File: src/rtl/hazard_pkg.sv
// hazard_pkg: shared constants for the hazard/stall sequencer.
//   Purpose : FSM state encoding and default register-index width.
//   Latency : n/a (constants only). Backpressure: n/a.
//   Ports   : none.
package hazard_pkg;

   localparam int IDXW_DEF = 4;

   // Sequencer states (2-bit encoding kept stable for legacy tooling).
   localparam logic [1:0] ST_RUN      = 2'd0;
   localparam logic [1:0] ST_MEM_WAIT = 2'd1;
   localparam logic [1:0] ST_DRAIN    = 2'd2;
   localparam logic [1:0] ST_TIMEOUT  = 2'd3;

endpackage

File: src/rtl/hazard_ctrl_mem_wait_timer.sv
// mem_wait_timer: counts cycles spent waiting on a slow memory access.
//   Latency : count updates on the clock edge after load/clr/inc; at_max_o is combinational from the count.
//   Backpressure: none; the owner decides when to load, clear or increment.
//   Ports   : clk/rst (async active-high), load_i (count<=1), clr_i (count<=0),
//             inc_i (count<=count+1), at_max_o (count==MAX_WAIT).
module mem_wait_timer #(
   parameter int CNTW     = 4,
   parameter int MAX_WAIT = 15
) (
   input  logic clk,
   input  logic rst,
   input  logic load_i,
   input  logic clr_i,
   input  logic inc_i,
   output logic at_max_o
);

   logic [CNTW-1:0] cnt_q;
   logic [CNTW-1:0] cnt_d;

   // Load wins over clear, clear over increment; the owner never asserts two at once.
   always_comb begin
      cnt_d = cnt_q;
      if (load_i) begin
         cnt_d = CNTW'(1);
      end else if (clr_i) begin
         cnt_d = '0;
      end else if (inc_i) begin
         cnt_d = cnt_q + CNTW'(1);
      end
   end

   always_ff @(posedge clk or posedge rst) begin
      if (rst) begin
         cnt_q <= '0;
      end else begin
         cnt_q <= cnt_d;
      end
   end

   assign at_max_o = (cnt_q == CNTW'(MAX_WAIT));

endmodule

File: src/rtl/hazard_ctrl.sv
// hazard_ctrl: pipeline hazard/stall sequencer (load-use stall, branch flush, slow-memory freeze).
//   Latency : control outputs are Mealy (same cycle as inputs); mem_err is registered.
//   Backpressure: freeze holds every pipeline register while memory is not ready; stall_pc/stall_ifid hold front end.
//   Ports   : inputs clk, rst (async active-high), id_valid, id_rs1, id_rs2, id_use1, id_use2, ex_load,
//             ex_wr_idx, ex_regwrite, branch_taken, mem_req, mem_ready; outputs stall_pc, stall_ifid,
//             bubble_idex, flush_ifid, freeze, mem_err.
//   Optional: define HAZARD_STATS_EN to add saturating counters stall_cycles[15:0] and flush_count[15:0].
module hazard_ctrl
   import hazard_pkg::*;
#(
   parameter int IDXW     = IDXW_DEF,
   parameter int MAX_WAIT = 15,
   parameter int CNTW     = 4
) (
   input  logic            clk,
   input  logic            rst,
   input  logic            id_valid,
   input  logic [IDXW-1:0] id_rs1,
   input  logic [IDXW-1:0] id_rs2,
   input  logic            id_use1,
   input  logic            id_use2,
   input  logic            ex_load,
   input  logic [IDXW-1:0] ex_wr_idx,
   input  logic            ex_regwrite,
   input  logic            branch_taken,
   input  logic            mem_req,
   input  logic            mem_ready,
   output logic            stall_pc,
   output logic            stall_ifid,
   output logic            bubble_idex,
   output logic            flush_ifid,
   output logic            freeze,
   output logic            mem_err
`ifdef HAZARD_STATS_EN
   ,
   output logic [15:0]     stall_cycles,
   output logic [15:0]     flush_count
`endif
);

   logic [1:0] state_q, state_d;
   logic       pend_flush_q, pend_flush_d;
   logic       mem_err_q, mem_err_d;

   logic       tmr_load, tmr_clr, tmr_inc, tmr_at_max;
   logic       load_use;
   logic       stall_c, bubble_c, flush_c, freeze_c;

   mem_wait_timer #(
      .CNTW     (CNTW),
      .MAX_WAIT (MAX_WAIT)
   ) u_timer (
      .clk      (clk),
      .rst      (rst),
      .load_i   (tmr_load),
      .clr_i    (tmr_clr),
      .inc_i    (tmr_inc),
      .at_max_o (tmr_at_max)
   );

   // Register 0 gets no special treatment: a load to index 0 still stalls its consumer.
   assign load_use = ex_load & ex_regwrite & id_valid &
                     ((id_use1 & (id_rs1 == ex_wr_idx)) | (id_use2 & (id_rs2 == ex_wr_idx)));

   always_comb begin
      state_d      = state_q;
      pend_flush_d = pend_flush_q;
      mem_err_d    = mem_err_q;
      tmr_load     = 1'b0;
      tmr_clr      = 1'b0;
      tmr_inc      = 1'b0;
      stall_c      = 1'b0;
      bubble_c     = 1'b0;
      flush_c      = 1'b0;
      freeze_c     = 1'b0;

      case (state_q)
         ST_RUN: begin
            if (mem_req && !mem_ready) begin
               // Freeze dominates: a branch arriving now is remembered and replayed as DRAIN.
               freeze_c     = 1'b1;
               tmr_load     = 1'b1;
               pend_flush_d = branch_taken;
               state_d      = ST_MEM_WAIT;
            end else if (branch_taken) begin
               flush_c  = 1'b1;
               bubble_c = 1'b1;
            end else if (load_use) begin
               stall_c  = 1'b1;
               bubble_c = 1'b1;
            end
         end

         ST_MEM_WAIT: begin
            freeze_c = !mem_ready;
            if (branch_taken) begin
               pend_flush_d = 1'b1;
            end
            if (mem_ready) begin
               tmr_clr = 1'b1;
               state_d = (pend_flush_q || branch_taken) ? ST_DRAIN : ST_RUN;
            end else if (tmr_at_max) begin
               state_d   = ST_TIMEOUT;
               mem_err_d = 1'b1;
            end else begin
               tmr_inc = 1'b1;
            end
         end

         ST_DRAIN: begin
            flush_c      = 1'b1;
            bubble_c     = 1'b1;
            pend_flush_d = 1'b0;
            state_d      = ST_RUN;
         end

         ST_TIMEOUT: begin
            // Terminal until reset; a late mem_ready cannot revive the pipe.
            freeze_c = 1'b1;
         end

         default: begin
            state_d = ST_RUN;
         end
      endcase
   end

   always_ff @(posedge clk or posedge rst) begin
      if (rst) begin
         state_q      <= ST_RUN;
         pend_flush_q <= 1'b0;
         mem_err_q    <= 1'b0;
      end else begin
         state_q      <= state_d;
         pend_flush_q <= pend_flush_d;
         mem_err_q    <= mem_err_d;
      end
   end

   // Mealy outputs are forced low while reset is asserted.
   assign stall_pc    = stall_c  & ~rst;
   assign stall_ifid  = stall_c  & ~rst;
   assign bubble_idex = bubble_c & ~rst;
   assign flush_ifid  = flush_c  & ~rst;
   assign freeze      = freeze_c & ~rst;
   assign mem_err     = mem_err_q;

`ifdef HAZARD_STATS_EN
   logic [15:0] stall_cycles_q;
   logic [15:0] flush_count_q;

   always_ff @(posedge clk or posedge rst) begin
      if (rst) begin
         stall_cycles_q <= '0;
         flush_count_q  <= '0;
      end else begin
         if ((freeze || stall_pc) && (stall_cycles_q != 16'hFFFF)) begin
            stall_cycles_q <= stall_cycles_q + 16'd1;
         end
         if (flush_ifid && (flush_count_q != 16'hFFFF)) begin
            flush_count_q <= flush_count_q + 16'd1;
         end
      end
   end

   assign stall_cycles = stall_cycles_q;
   assign flush_count  = flush_count_q;
`endif

endmodule

File: config.mk
export PLATFORM = sky130hd
export DESIGN_NAME = hazard_ctrl
export DESIGN_NICKNAME = d
export VERILOG_FILES = /design/src/rtl/hazard_pkg.sv /design/src/rtl/hazard_ctrl_mem_wait_timer.sv /design/src/rtl/hazard_ctrl.sv
export SDC_FILE = /design/constraint.sdc
export NUM_CORES = 1
export LEC_CHECK = 0
export ABC_CLOCK_PERIOD_IN_PS = 2400
export CAP_MARGIN = 10
export CORE_MARGIN = 3
export CORE_UTILIZATION = 41
export DETAILED_ROUTE_END_ITERATION = 8
export PLACE_DENSITY_LB_ADDON = 0.05
export SLEW_MARGIN = 20
export SYNTH_ARGS = -nofsm -noshare
export SYNTH_HDL_FRONTEND = slang
export SYNTH_SLANG_ARGS = --single-unit
export TNS_END_PERCENT = 20
File: constraint.sdc
create_clock -name clk -period 2.4 [get_ports clk]
set_input_delay 0.48 -clock clk [delete_from_list [all_inputs] [get_ports clk]]
set_output_delay 0.48 -clock clk [all_outputs]
set_load 0.005 [all_outputs]
After elaboration in Yosys (flattened, before gate mapping)
Index checks and enable logic that the tools add are counted.
{ "totals": {"ff_bits": 8, "in_bits": 22, "word_cells": 64} }
{ "op_classes": {"addsub": 1, "n_eq_ne": 9, "mux": 29, "bitwise_logic": 12, "reduce_logical": 9} }
{ "ops": {"columns": ["op", "n"], "rows": [
  ["two-way mux 1 bit", 17],
  ["two-way mux 4 bit", 3],
  ["AND 1 bit", 9],
  ["AND reduction 3 bit", 3],
  ["== test 4 bit", 2],
  ["two-way mux 2 bit", 4],
  ["one-hot mux 1 bit (3 select lines)", 2],
  ["one-hot mux 2 bit (3 select lines)", 1],
  ["nonzero test 3 bit", 2],
  ["adder 4 x 1 -> 4 bit, second input constant", 1],
  ["== test 2 bit, second input constant", 2],
  ["== test 4 bit, second input constant", 1],
  ["!= test 2 bit, second input constant", 2],
  ["one-hot mux 1 bit (2 select lines)", 2],
  ["!= test 3 bit, second input constant", 1],
  ["== test 2 x 1 -> 1 bit, second input constant", 1],
  ["zero test 2 bit", 1],
  ["inverter 1 bit", 2],
  ["logical AND 1 bit", 1],
  ["zero test 1 bit", 1],
  ["logical OR 1 bit", 1],
  ["OR 1 bit", 1]
]} }

Depth between registers and ports, before layout
Gate-level depths: netlist (run 1).
{ "logic_depth": {"depth_word": 9, "depth_mapped": 6, "mapped_depth_nobuf": 6} }

Modules after synthesis
From an unflattened synthesis (run 1), not the netlist that was laid out.
{ "hier_totals": {"hier_cells": 71, "area_unflattened_um2": 655.6} }
{ "modules_own_cells": {"columns": ["module", "n_inst", "cells_each", "area_each_um2", "seq_area_each_um2"], "rows": [
  ["hazard_ctrl", 1, 53, 446.7, 100.1],
  ["mem_wait_timer", 1, 18, 209.0, 100.1]
]} }

Worst setup path after synthesis (run 1)
Ideal clock, no wire load.
{ "synth_path": {"path_kind": "input -> output", "start": "in rst", "end": "out stall_pc", "arrival_ns": 1.616, "required_time_ns": 1.920, "slack_ns": 0.304, "stages": 5, "path_buffers": 1, "path_cell_list": "and4b_1 -> nand3_2 -> or4b_4 -> a21oi_2 -> buf_4"} }
{ "synth_between": {"elab_chain_cells": 2} }
{ "synth_lines": {"columns": ["item", "line", "rtl"], "rows": [
  ["start, declared", "hazard_ctrl.sv:16", "input logic rst,"],
  ["inverter 1 bit", null, null],
  ["AND 1 bit", null, null],
  ["end, declared", "hazard_ctrl.sv:28", "output logic stall_pc,"]
]} }
No other way between the ends.

Final worst setup path (run 1)
{ "layout_path": {"start": "reg state_q[0]", "end": "out stall_ifid"} }
{ "layout_between": {"elab_chain_cells": 3} }
{ "layout_lines": {"columns": ["item", "line", "rtl"], "rows": [
  ["start, declared", "hazard_ctrl.sv:41", "logic [1:0] state_q, state_d;"],
  ["start signal, assigned", "hazard_ctrl.sv:134", "state_q <= state_d;"],
  ["zero test 2 bit", "hazard_ctrl.sv:77", "case (state_q)"],
  ["two-way mux 1 bit", "hazard_ctrl.sv:77", null],
  ["AND 1 bit", "hazard_ctrl.sv:142", "assign stall_ifid = stall_c & ~rst;"],
  ["end, declared", "hazard_ctrl.sv:29", "output logic stall_ifid,"]
]} }
No other way between the ends.

==> summary.txt, run 1 <==
Yosys
  • Ys flop type: dfrtp_1
  • Number of synthesized flops with an enable pin: 0
  • Synthesized flop and latch total: 8
  • Syn_area_per_cell: 8.50 um2
  • Mapped cell area: 663 um2
  • Netlist cell types: 28
  • Ys async rst share: 100%
  • Syn Nets: 106
  • Sequential fraction of the synthesis area: 30.2%
  • Syn. warnings: 0
  • Synth Instances: 78

Finish
  • Post-route insts no fill: 134
  • Share of cells above drive strength 1: 23.5%
  • Post-Layout Inst Area: 0.00103 mm2
  • Filler cells: 122
  • Multi-input logic area: 440 um2
  • # diodes: 0
  • Util after Layout: 74.0%
  • Synth-to-layout area growth: 56.0%
  • Final Net Count: 149
  • Register area: 200 um2

Die
  • Die area: 0.00214 mm2
  • Starting Density: 47.4%
  • Row cnt: 13
  • Die width: 46.2 um
  • Die height: 46.2 um
  • I/O Pins: 28
  • Core area: 0.00140 mm2

Clock tree
  • Clock Sinks: 8
  • Skew-Pair Late Insertion Delay: 0.26 ns
  • TritonCTS clock tree: built
  • H-tree depth: 1
  • Register clock-pin slew on the reported worst setup and hold paths: 0.06 ns
  • CTS Hold Bufs: 0
  • Inserted Clock Buffers: 3
  • Root Driver: clkbuf_4
  • Clock Path Buffers: 2

Setup path
  • R2r setup slk: 0.66 ns
  • CP startpoint kind: register
  • Critical path class: register to output pin
  • RR Endpoint: u_timer.cnt_q[3]
  • Setup crit end: stall_ifid
  • Buf+Inv Stages, Crit Path: 2
  • FF-to-FF path depth: 7
  • Crit path depth: 6
  • CP delay by family, top: simple AND/OR/NAND/NOR gates
  • Worst path max stage delay: 0.55 ns
  • Worst flop-to-flop path startpoint: state_q[1]
  • Required time worst endpoint: 1.92 ns
  • Critical path cell sequence: inv_1 > ha_2 > nand3_2 > or4b_4 > a21oi_2 > buf_2
  • Worst-path fanout max: 2
  • Worst Setup End Kind: output pin
  • CP startpoint: state_q[0]
  • Crit-path slowest cell: or4b_4
  • CP arrival: 1.85 ns

STA
  • Max Clock Freq: 0.429 GHz
  • Period utilization: 97.0%
  • Tmin final: 2.33 ns
  • Max-slew violations: 0
  • Max_slew headroom: 79.7%
  • Setup Viol. Count Final: 0
  • Worst Tran Pin Value: 0.301 ns
  • Clk_skew: 0.0170 ns
  • RSZ-0062 raised after global routing: no
  • Final Hold Fails: 0

Global routing
  • Total gr overflow: 0
  • Antenna violations before repair: 0
  • First-pass GRT wire length: 2750 um
  • Vias in the first global route: 648
  • Largest net degree at the start of global routing: 9
  • Tot GR Track Use: 18.1%

Power and ir drop
  • Power density over the cells: 676 mW/mm2
  • Peak VDD IR: 0.531 mV
  • Static leakage: 0.518 nW
  • Post-layout power: 0.699 mW

Routing
  • Antenna Violating Nets Remaining: 0
  • Initial drt markers: 29
  • DRT Wirelength: 1750 um
  • DR vias: 707
  • Drt pass-1 iters: 4
  • Mean number of vias per cell: 5.28
  • DRC viols: 0
  • WL/cell: 13.0 um

Placement
  • HPWL Detailed: 1410 um
  • Final RePlAce weighted congestion: 0.815
  • I/O Buffers: 27
  • Placed cell areas: 0.00103 mm2
  • Placed Instances: 130

Status
  • Status: finished clean

Hold path
  • Hold crit path type: input port to async pin

Run
  • Max capacitance violation total: 0
## kinds of logic (layout without fill, tap and decap cells)
group           Yosys count  count (layout)  synth area share, %
simple gates             27              27                 23.2
compound gates           20              20                 18.7
buf+inv                   9              50                 5.66
flops                     8               8                 30.2
fa+ha+maj                 6               6                 11.3
xor+xnor                  6               6                 7.92
mux                       2               2                 3.02
## worst min path at each step
stage,start,endpoint,slack [ns],cells past startpoint
5_1_grt,rst,pend_flush_q,0.31,3
3_3_place_gp,mem_err,mem_err,0.46,1
6_report,rst,pend_flush_q,0.28,3
2_1_floorplan,rst,mem_err,0.30,1
3_5_place_dp,mem_err,mem_err,0.46,1
4_1_cts,rst,pend_flush_q,0.45,3
## cell usage after synthesis (all sizes together) (2+ instances only)
library cell  n  area [um2]
dfrtp         8         200
inv           8        30.0
nand3         8        45.0
o21ai         8        40.0
nand2         7        26.3
a21oi         6        33.8
ha            6        75.1
xnor2         5        43.8
nor2          4        15.0
mux2i         2        20.0
or3           2        13.8
## worst reg2reg max path, stage by stage, from the launching register on
cell	delay, ns
dfrtp_1	0.38
inv_1	0.08
buf_4	0.11
ha_1	0.26
and2b_2	0.24
nand2_1	0.11
or3_1	0.36
a21oi_1	0.15
## area by class of cell
cell class / count / share of cell area (%)
clock buffer: 3 / 2.18
timing repair buffer: 39 / 31.2
multi-input combinational: 61 / 42.6
inverter: 8 / 2.90
tap: 15 / 1.81
sequential: 8 / 19.3
## cell usage in the layout (no fill, tap or decap), types with 2 or more instances in the layout
cell type         n
mux2i_1           2
xnor2_1           5
dfrtp_1           8
nor2_1            4
inv_1             8
ha_1              5
nand2_1           7
dlygate4sd2_1    14
buf_2             3
a21oi_1           4
nand3_1           7
buf_4            12
o21ai_0           8
clkdlybuf4s50_1   9
clkbuf_4          3
a21oi_2           2
## flip-flops by register name, indices dropped and copies added (netlist names)
name           count
pend_flush_q       1
u_timer.cnt_q      4
mem_err            1
state_q            2
## power breakdown
| group | internal [mW] | leakage, nW | switching (mW) |
|---|---|---|---|
| registers | 0.172 | 0.103 | 0.0278 |
| logic | 0.202 | 0.401 | 0.193 |
| clock network | 0.0574 | 0.0138 | 0.0479 |
## metal layers
layer | wire (um) | global-route usage (%) | share of wire, %
met5 | 0 | 0 | 0
met2 | 782 | 30.2 | 45
met4 | 4 | 1.70 | 0.23
met3 | 225 | 7.81 | 13
met1 | 735 | 22.1 | 42
## per-stage QoR
step / setup slack [ns] / hold slack [ns] / setup TNS, ns
global route: 0.00794 / 0.311 / 0
detailed placement: -0.569 / 0.462 / -1.75
finish: 0.0712 / 0.284 / 0
global placement: -0.530 / 0.456 / -1.59
CTS: 0.0167 / 0.454 / 0
floorplan: 0.304 / 0.296 / 0
## repair_timing
action	4_1_cts	5_1_grt
setup endpoints to repair	5	3
endpoints found under the hold margin	0	0
pin swaps	7	4
gates resized for setup	29	4
setup buffers	0	1
Power figures use the tool's default switching activity.
==> run 2, diff against run 1 <==
--- a/config.mk
+++ b/config.mk
@@ -7,10 +7,11 @@
 export LEC_CHECK = 0
 export ABC_CLOCK_PERIOD_IN_PS = 2400
 export CAP_MARGIN = 10
-export CORE_MARGIN = 3
+export CORE_MARGIN = 4
 export CORE_UTILIZATION = 41
 export DETAILED_ROUTE_END_ITERATION = 8
 export PLACE_DENSITY_LB_ADDON = 0.05
+export RECOVER_POWER = 50
 export SLEW_MARGIN = 20
 export SYNTH_ARGS = -nofsm -noshare
 export SYNTH_HDL_FRONTEND = slang
==> run 2 against run 1 <==
Register-to-register slack worse by 0.02 ns. Clock skew is 0.013 ns lower. Maximum frequency shrank 0.82%. Setup slack got worse by 0.019 ns. Routed wire length is 0.57% lower. Die area is 8.8% higher. Highest routed layer unchanged.
==> summary.txt, run 2 (synthesis gave the netlist of run 1 again) <==
Setup path
  • Worst-path fanout max: 2 (unchanged)
  • Buf+Inv Stages, Crit Path: 2 (unchanged)
  • CP arrival: 1.87 ns (+0.02 ns)
  • CP delay by family, top: simple AND/OR/NAND/NOR gates
  • Crit-path slowest cell: or4b_4
  • Critical path cell sequence: dlygate4sd2_1 > and4b_1 > nand3_2 > or4b_4 > a21oi_2 > buf_2
  • Required time worst endpoint: 1.92 ns (about the same)
  • Worst Setup End Kind: output pin
  • Worst path max stage delay: 0.49 ns (-0.06 ns)
  • CP startpoint kind: input port
  • Critical path class: input port to output pin

STA
  • Clk_skew: 0.00435 ns (-0.0127 ns)
  • Worst Tran Pin Value: 0.327 ns (+0.0261 ns)
  • Max-slew violations: 0 (unchanged)
  • Max Clock Freq: 0.426 GHz (-0.82%)
  • Final Hold Fails: 0 (unchanged)
  • Final WS setup: 0.0519 ns (-0.0193 ns)
  • Period utilization: 97.8% (+0.81 points)
  • Max_slew headroom: 78.2% (-1.6 points)
  • Min Hold Slack: 0.462 ns (+0.178 ns)
  • Setup Viol. Count Final: 0 (unchanged)
  • RSZ-0062 raised after global routing: no
  • Tmin final: 2.35 ns (+0.0193 ns)

Die
  • Row cnt: 14 (+1)
  • I/O Pins: 28 (unchanged)
  • Starting Density: 43.5% (-3.9 points)
  • Die height: 48.2 um (+4.3%)
  • Die width: 48.2 um (+4.3%)
  • Core area: 0.00152 mm2 (+8.9%)
  • Die area: 0.00232 mm2 (+8.8%)

Finish
  • Top Registers: u_timer.cnt_q (4), state_q (2)
  • Synth-to-layout area growth: 54.3%
  • Share of cells above drive strength 1: 18.6% (-4.9 points)
  • # diodes: 0 (unchanged)
  • Register area: 200 um2 (unchanged)
  • Filler cells: 155 (+27%)
  • Multi-input logic area: 433 um2 (-1.7%)
  • Commonest non-fill, non-tap cell in the layout: dlygate4sd2_1
  • Final Net Count: 148 (-0.67%)
  • Number of flip-flops in the largest register: 4 (unchanged)
  • Most frequent cells in the layout: 15 x dlygate4sd2_1, 10 x buf_4
  • Top reg by flops: u_timer.cnt_q

Global routing
  • Vias in the first global route: 685 (+5.7%)
  • Tot GR Track Use: 17.2% (-0.87 points)
  • Antenna violations before repair: 0 (unchanged)
  • Largest net degree at the start of global routing: 9 (unchanged)
  • First-pass GRT wire length: 2760 um (+0.51%)
  • Total gr overflow: 0 (unchanged)

Clock tree
  • Clock Sinks: 8 (unchanged)
  • TritonCTS clock tree: built
  • H-tree depth: 1 (unchanged)
  • Inserted Clock Buffers: 3 (unchanged)
  • Skew-Pair Late Insertion Delay: 0.25 ns (about the same)
  • Setup bufs post-CTS: 0 (unchanged)
  • Root Driver: clkbuf_4
  • Register clock-pin slew on the reported worst setup and hold paths: 0.06 ns (about the same)
  • Clock Path Buffers: 2 (unchanged)

Routing
  • WL/cell: 13.0 um (-0.57%)
  • Mean number of vias per cell: 5.21 (-1.3%)
  • Drt pass-1 iters: 4 (unchanged)
  • DRT Wirelength: 1740 um (-0.57%)
  • Initial drt markers: 6 (-79%)
  • DR vias: 698 (-1.3%)
  • Antenna Violating Nets Remaining: 0 (unchanged)
  • DRC viols: 0 (unchanged)

Placement
  • Final RePlAce weighted congestion: 0.795 (-2.5%)
  • HPWL Detailed: 1510 um (+6.8%)
  • DP Worst Slack: -0.545 ns (+0.0231 ns)
  • I/O Buffers: 27 (unchanged)

Power and ir drop
  • Static leakage: 0.531 nW (+2.4%)
  • Power density over the cells: 692 mW/mm2 (+2.4%)
  • Peak VDD IR: 0.548 mV (+3.2%)
  • Post-layout power: 0.708 mW (+1.3%)

Status
  • Status: finished clean

Hold path
  • Hold crit path type: input port to async pin

Run
  • Max capacitance violation total: 0 (unchanged)
==> run 2: changes by cell type in the layout (fill, tap and decap cells not counted), sizes merged <==
cell,delta
clkdlybuf4s50,-1
buf,-2
dlygate4sd2,+1
dlymetal6s2s,+1
==> run 2: routing by layer <==
metal,vias up,wire [um],track usage [%]
met1,324,657,17.5
li1,355,-,-
met3,4,58,4.43
met5,-,0,0
met4,0,46,7.53
met2,15,974,32.3
==> run 2: layout make-up <==
cell class              instances  share of cell area (%)
repair buffers                 38                    31.1
flip-flops and latches          8                    19.6
inverters                       8                    2.93
well taps                      16                    1.96
clock buffers                   3                    2.20
multi-input cells              61                    42.3
==> run 2: final timing paths <==
path	depth (start not counted)	startpoint	slack, ns	end
min reg2reg	1	mem_err	0.47	mem_err
max in group asynchronous	3	rst	1.69	u_timer.cnt_q[3]
min	3	rst	0.46	state_q[0]
max	6	rst	0.05	stall_ifid
min in group clk	1	mem_err	0.47	mem_err
max reg2reg	8	state_q[1]	0.64	u_timer.cnt_q[3]
==> run 2: worst register-to-register path: stages (launching register included) <==
cell	delay, ns
dfrtp_1	0.37
inv_1	0.08
buf_4	0.11
ha_1	0.16
buf_4	0.14
and2b_1	0.20
nand2_1	0.12
or3_1	0.36
a21oi_1	0.14
==> run 2: power breakdown <==
group / switching (mW) / total, mW / leakage [nW] / internal (mW)
sequential: 0.0238 / 0.196 / 0.103 / 0.172
combinational: 0.205 / 0.410 / 0.413 / 0.205
clock: 0.0450 / 0.102 / 0.0138 / 0.0572
total: 0.274 / 0.708 / 0.531 / 0.434
==> run 2: what timing repair did <==
| item | CTS | global route |
|---|---|---|
| setup endpoints to repair | 5 | 3 |
| resized for setup | 29 | 2 |
| pin swaps | 7 | 3 |
| hold buffers | 0 | 0 |
==> run 2: through the flow <==
step / area [um2] / util (%) / std cells / TNS [ns]
2_1_floorplan: 663 / - / 78 / 0
3_3_place_gp: 1030 / 67.5 / 131 / -1.57
3_5_place_dp: 1030 / 67.5 / 131 / -1.63
4_1_cts: 1020 / 67.2 / 134 / 0
5_1_grt: 1020 / 67.2 / 134 / 0
6_report: 1020 / 67.2 / 134 / 0
==> run 3, diff against run 2 <==
--- a/config.mk
+++ b/config.mk
@@ -8,7 +8,7 @@
 export ABC_CLOCK_PERIOD_IN_PS = 2400
 export CAP_MARGIN = 10
 export CORE_MARGIN = 4
-export CORE_UTILIZATION = 41
+export CORE_UTILIZATION = 40
 export DETAILED_ROUTE_END_ITERATION = 8
 export PLACE_DENSITY_LB_ADDON = 0.05
 export RECOVER_POWER = 50
==> run 3 against run 2 <==
The run now ends with setup timing left. Sequential share of layout area decreased by 0.78 points. Total power is 0.64% higher. Via count is 0.14% higher. Cell count rose by 2.2%. Routed wire length shrank 0.86%. Critical path type unchanged.
==> summary.txt, run 3 (synthesis gave the netlist of run 1 again) <==
Status
  • Status: complete, but fails checks
  • Failing checks: setup timing

STA
  • Final WS setup: -0.00968 ns (-0.0616 ns)
  • Min Hold Slack: 0.429 ns (-0.0333 ns)
  • Period utilization: 100% (+2.6 points)
  • Clk_skew: 0.00613 ns (+0.00178 ns)
  • Worst Tran Pin Value: 0.420 ns (+0.0932 ns)
  • Final Hold Fails: 0 (unchanged)
  • Max_slew headroom: 71.7% (-6.5 points)
  • Max-slew violations: 0 (unchanged)
  • Max Clock Freq: 0.415 GHz (-2.6%)
  • Tmin final: 2.41 ns (+0.0616 ns)
  • Setup Viol. Count Final: 2 (+2)
  • RSZ-0062 raised after global routing: yes

Power and ir drop
  • Post-layout power: 0.713 mW (+0.64%)
  • Power density over the cells: 669 mW/mm2 (-3.4%)
  • Static leakage: 0.552 nW (+4.0%)
  • Peak VDD IR: 0.772 mV (+41%)

Hold path
  • Hold crit path type: input port to async pin

Die
  • Core area: 0.00154 mm2 (+1.1%)
  • Die height: 48.7 um (+1.0%)
  • Row cnt: 14 (unchanged)
  • Starting Density: 43.0% (-0.49 points)
  • Die area: 0.00237 mm2 (+2.1%)
  • Die width: 48.7 um (+1.0%)
  • I/O Pins: 28 (unchanged)

Routing
  • DR vias: 699 (+0.14%)
  • DRC viols: 0 (unchanged)
  • WL/cell: 12.6 um (-3.0%)
  • DRT Wirelength: 1720 um (-0.86%)
  • Antenna Violating Nets Remaining: 0 (unchanged)
  • Initial drt markers: 18 (+12)
  • Drt pass-1 iters: 4 (unchanged)
  • Mean number of vias per cell: 5.10 (-2.0%)

Placement
  • Final RePlAce weighted congestion: 0.777 (-2.3%)
  • Placed cell areas: 0.00102 mm2 (-0.73%)
  • HPWL Detailed: 1490 um (-1.0%)
  • I/O Buffers: 27 (unchanged)
  • DP Worst Slack: -0.606 ns (-0.0605 ns)

Setup path
  • Critical path class: input port to output pin
  • CP startpoint kind: input port
  • CP arrival: 1.93 ns (+0.06 ns)
  • CP delay by family, top: simple AND/OR/NAND/NOR gates
  • FF-to-FF path depth: 8 (unchanged)
  • Buf+Inv Stages, Crit Path: 3 (+1)
  • R2r setup slk: 0.60 ns (-0.04 ns)
  • RR Endpoint: u_timer.cnt_q[3]
  • Worst flop-to-flop path startpoint: state_q[1]
  • Worst path max stage delay: 0.51 ns (+0.02 ns)
  • Worst-path fanout max: 2 (unchanged)
  • Required time worst endpoint: 1.92 ns (about the same)
  • Crit-path slowest cell: or4b_4
  • Worst Setup End Kind: output pin
  • Critical path cell sequence: dlygate4sd2_1 > a222oi_1 > or4b_4 > buf_6 > a21oi_2 > buf_2

Clock tree
  • Clock Sinks: 8 (unchanged)
  • Register clock-pin slew on the reported worst setup and hold paths: 0.06 ns (about the same)
  • H-tree depth: 1 (unchanged)
  • Inserted Clock Buffers: 3 (unchanged)
  • TritonCTS clock tree: built
  • Skew-Pair Late Insertion Delay: 0.25 ns (about the same)
  • Clock Path Buffers: 2 (unchanged)
  • CTS Hold Bufs: 0 (unchanged)
  • Root Driver: clkbuf_4

Finish
  • Util after Layout: 69.2% (+2.0 points)
  • Register area: 200 um2 (unchanged)
  • Commonest non-fill, non-tap cell in the layout: buf_4
  • Most frequent cells in the layout: 12 x buf_4, 10 x dlygate4sd2_1, 8 x inv_1, 8 x o21ai_0, 8 x dfrtp_1
  • Multi-input logic area: 439 um2 (+1.4%)
  • Post-Layout Inst Area: 0.00107 mm2 (+4.2%)
  • Share of cells above drive strength 1: 23.1% (+4.5 points)
  • Top Registers: u_timer.cnt_q (4), state_q (2)
  • Filler cells: 137 (-12%)
  • Top reg by flops: u_timer.cnt_q
  • Number of flip-flops in the largest register: 4 (unchanged)
  • Final Net Count: 151 (+2.0%)
  • # diodes: 0 (unchanged)
  • Synth-to-layout area growth: 60.8%

Run
  • Max capacitance violation total: 0 (unchanged)

Global routing
  • Antenna violations before repair: 0 (unchanged)
  • Tot GR Track Use: 15.7% (-1.5 points)
  • Vias in the first global route: 682 (-0.44%)
  • Largest net degree at the start of global routing: 9 (unchanged)
  • Total gr overflow: 0 (unchanged)
  • First-pass GRT wire length: 2970 um (+7.7%)
==> run 3: cell types whose count changed in the layout (fill, tap and decap cells not counted), sizes merged <==
cell           change
clkdlybuf4s15      +5
buf                +3
dlymetal6s2s       +1
clkdlybuf4s50      -1
dlygate4sd2        -5
==> run 3: worst max path at each step <==
stage | startpoint | endpoint | slack [ns] | cells past startpoint
2_1_floorplan | rst | stall_pc | 0.30 | 5
3_3_place_gp | ex_wr_idx[1] | stall_ifid | -0.55 | 6
3_5_place_dp | ex_wr_idx[1] | stall_ifid | -0.61 | 6
4_1_cts | id_rs1[1] | stall_ifid | 0.0006 | 6
5_1_grt | ex_wr_idx[2] | stall_pc | -0.09 | 7
6_report | id_rs1[1] | stall_ifid | -0.01 | 6
==> run 3: final cells by class <==
type	count	share of cell area, %
multi-input combinational	61	41.2
timing repair buffer	41	33.2
sequential	8	18.8
inverter	8	2.82
clock buffer	3	2.11
tap	16	1.88
==> run 3: what timing repair did <==
item                                    in CTS  in global routing
endpoints found under the setup margin       5                  4
buffers inserted                             4                  0
gates resized for setup                     37                  3
pin swaps                                    7                  0
==> run 3: power by group <==
| group | switching [mW] | internal (mW) |
|---|---|---|
| clock | 0.0435 | 0.0571 |
| sequential | 0.0232 | 0.172 |
| combinational | 0.202 | 0.215 |
| total | 0.269 | 0.444 |
==> run 3: through the flow <==
stage / cells / TNS (ns)
6_report: 137 / -0.0164
5_1_grt: 137 / -0.173
4_1_cts: 137 / 0
3_5_place_dp: 130 / -1.77
3_3_place_gp: 130 / -1.64
2_1_floorplan: 78 / 0
==> run 3: tightest hold or removal path, cell delays in order <==
cell and delay (ns):
clkdlybuf4s15_1 0.19, clkbuf_1 0.14, inv_1 0.27
==> run 3: per-layer routing <==
metal	share of wire [%]	vias to the layer above	wire length [um]	GRT usage, %
met5	0	-	0	0
met4	0.87	0	15	4.04
met3	4.2	2	72	4.29
met2	52	14	895	28.3
met1	43	320	738	17.9
li1	-	363	-	-
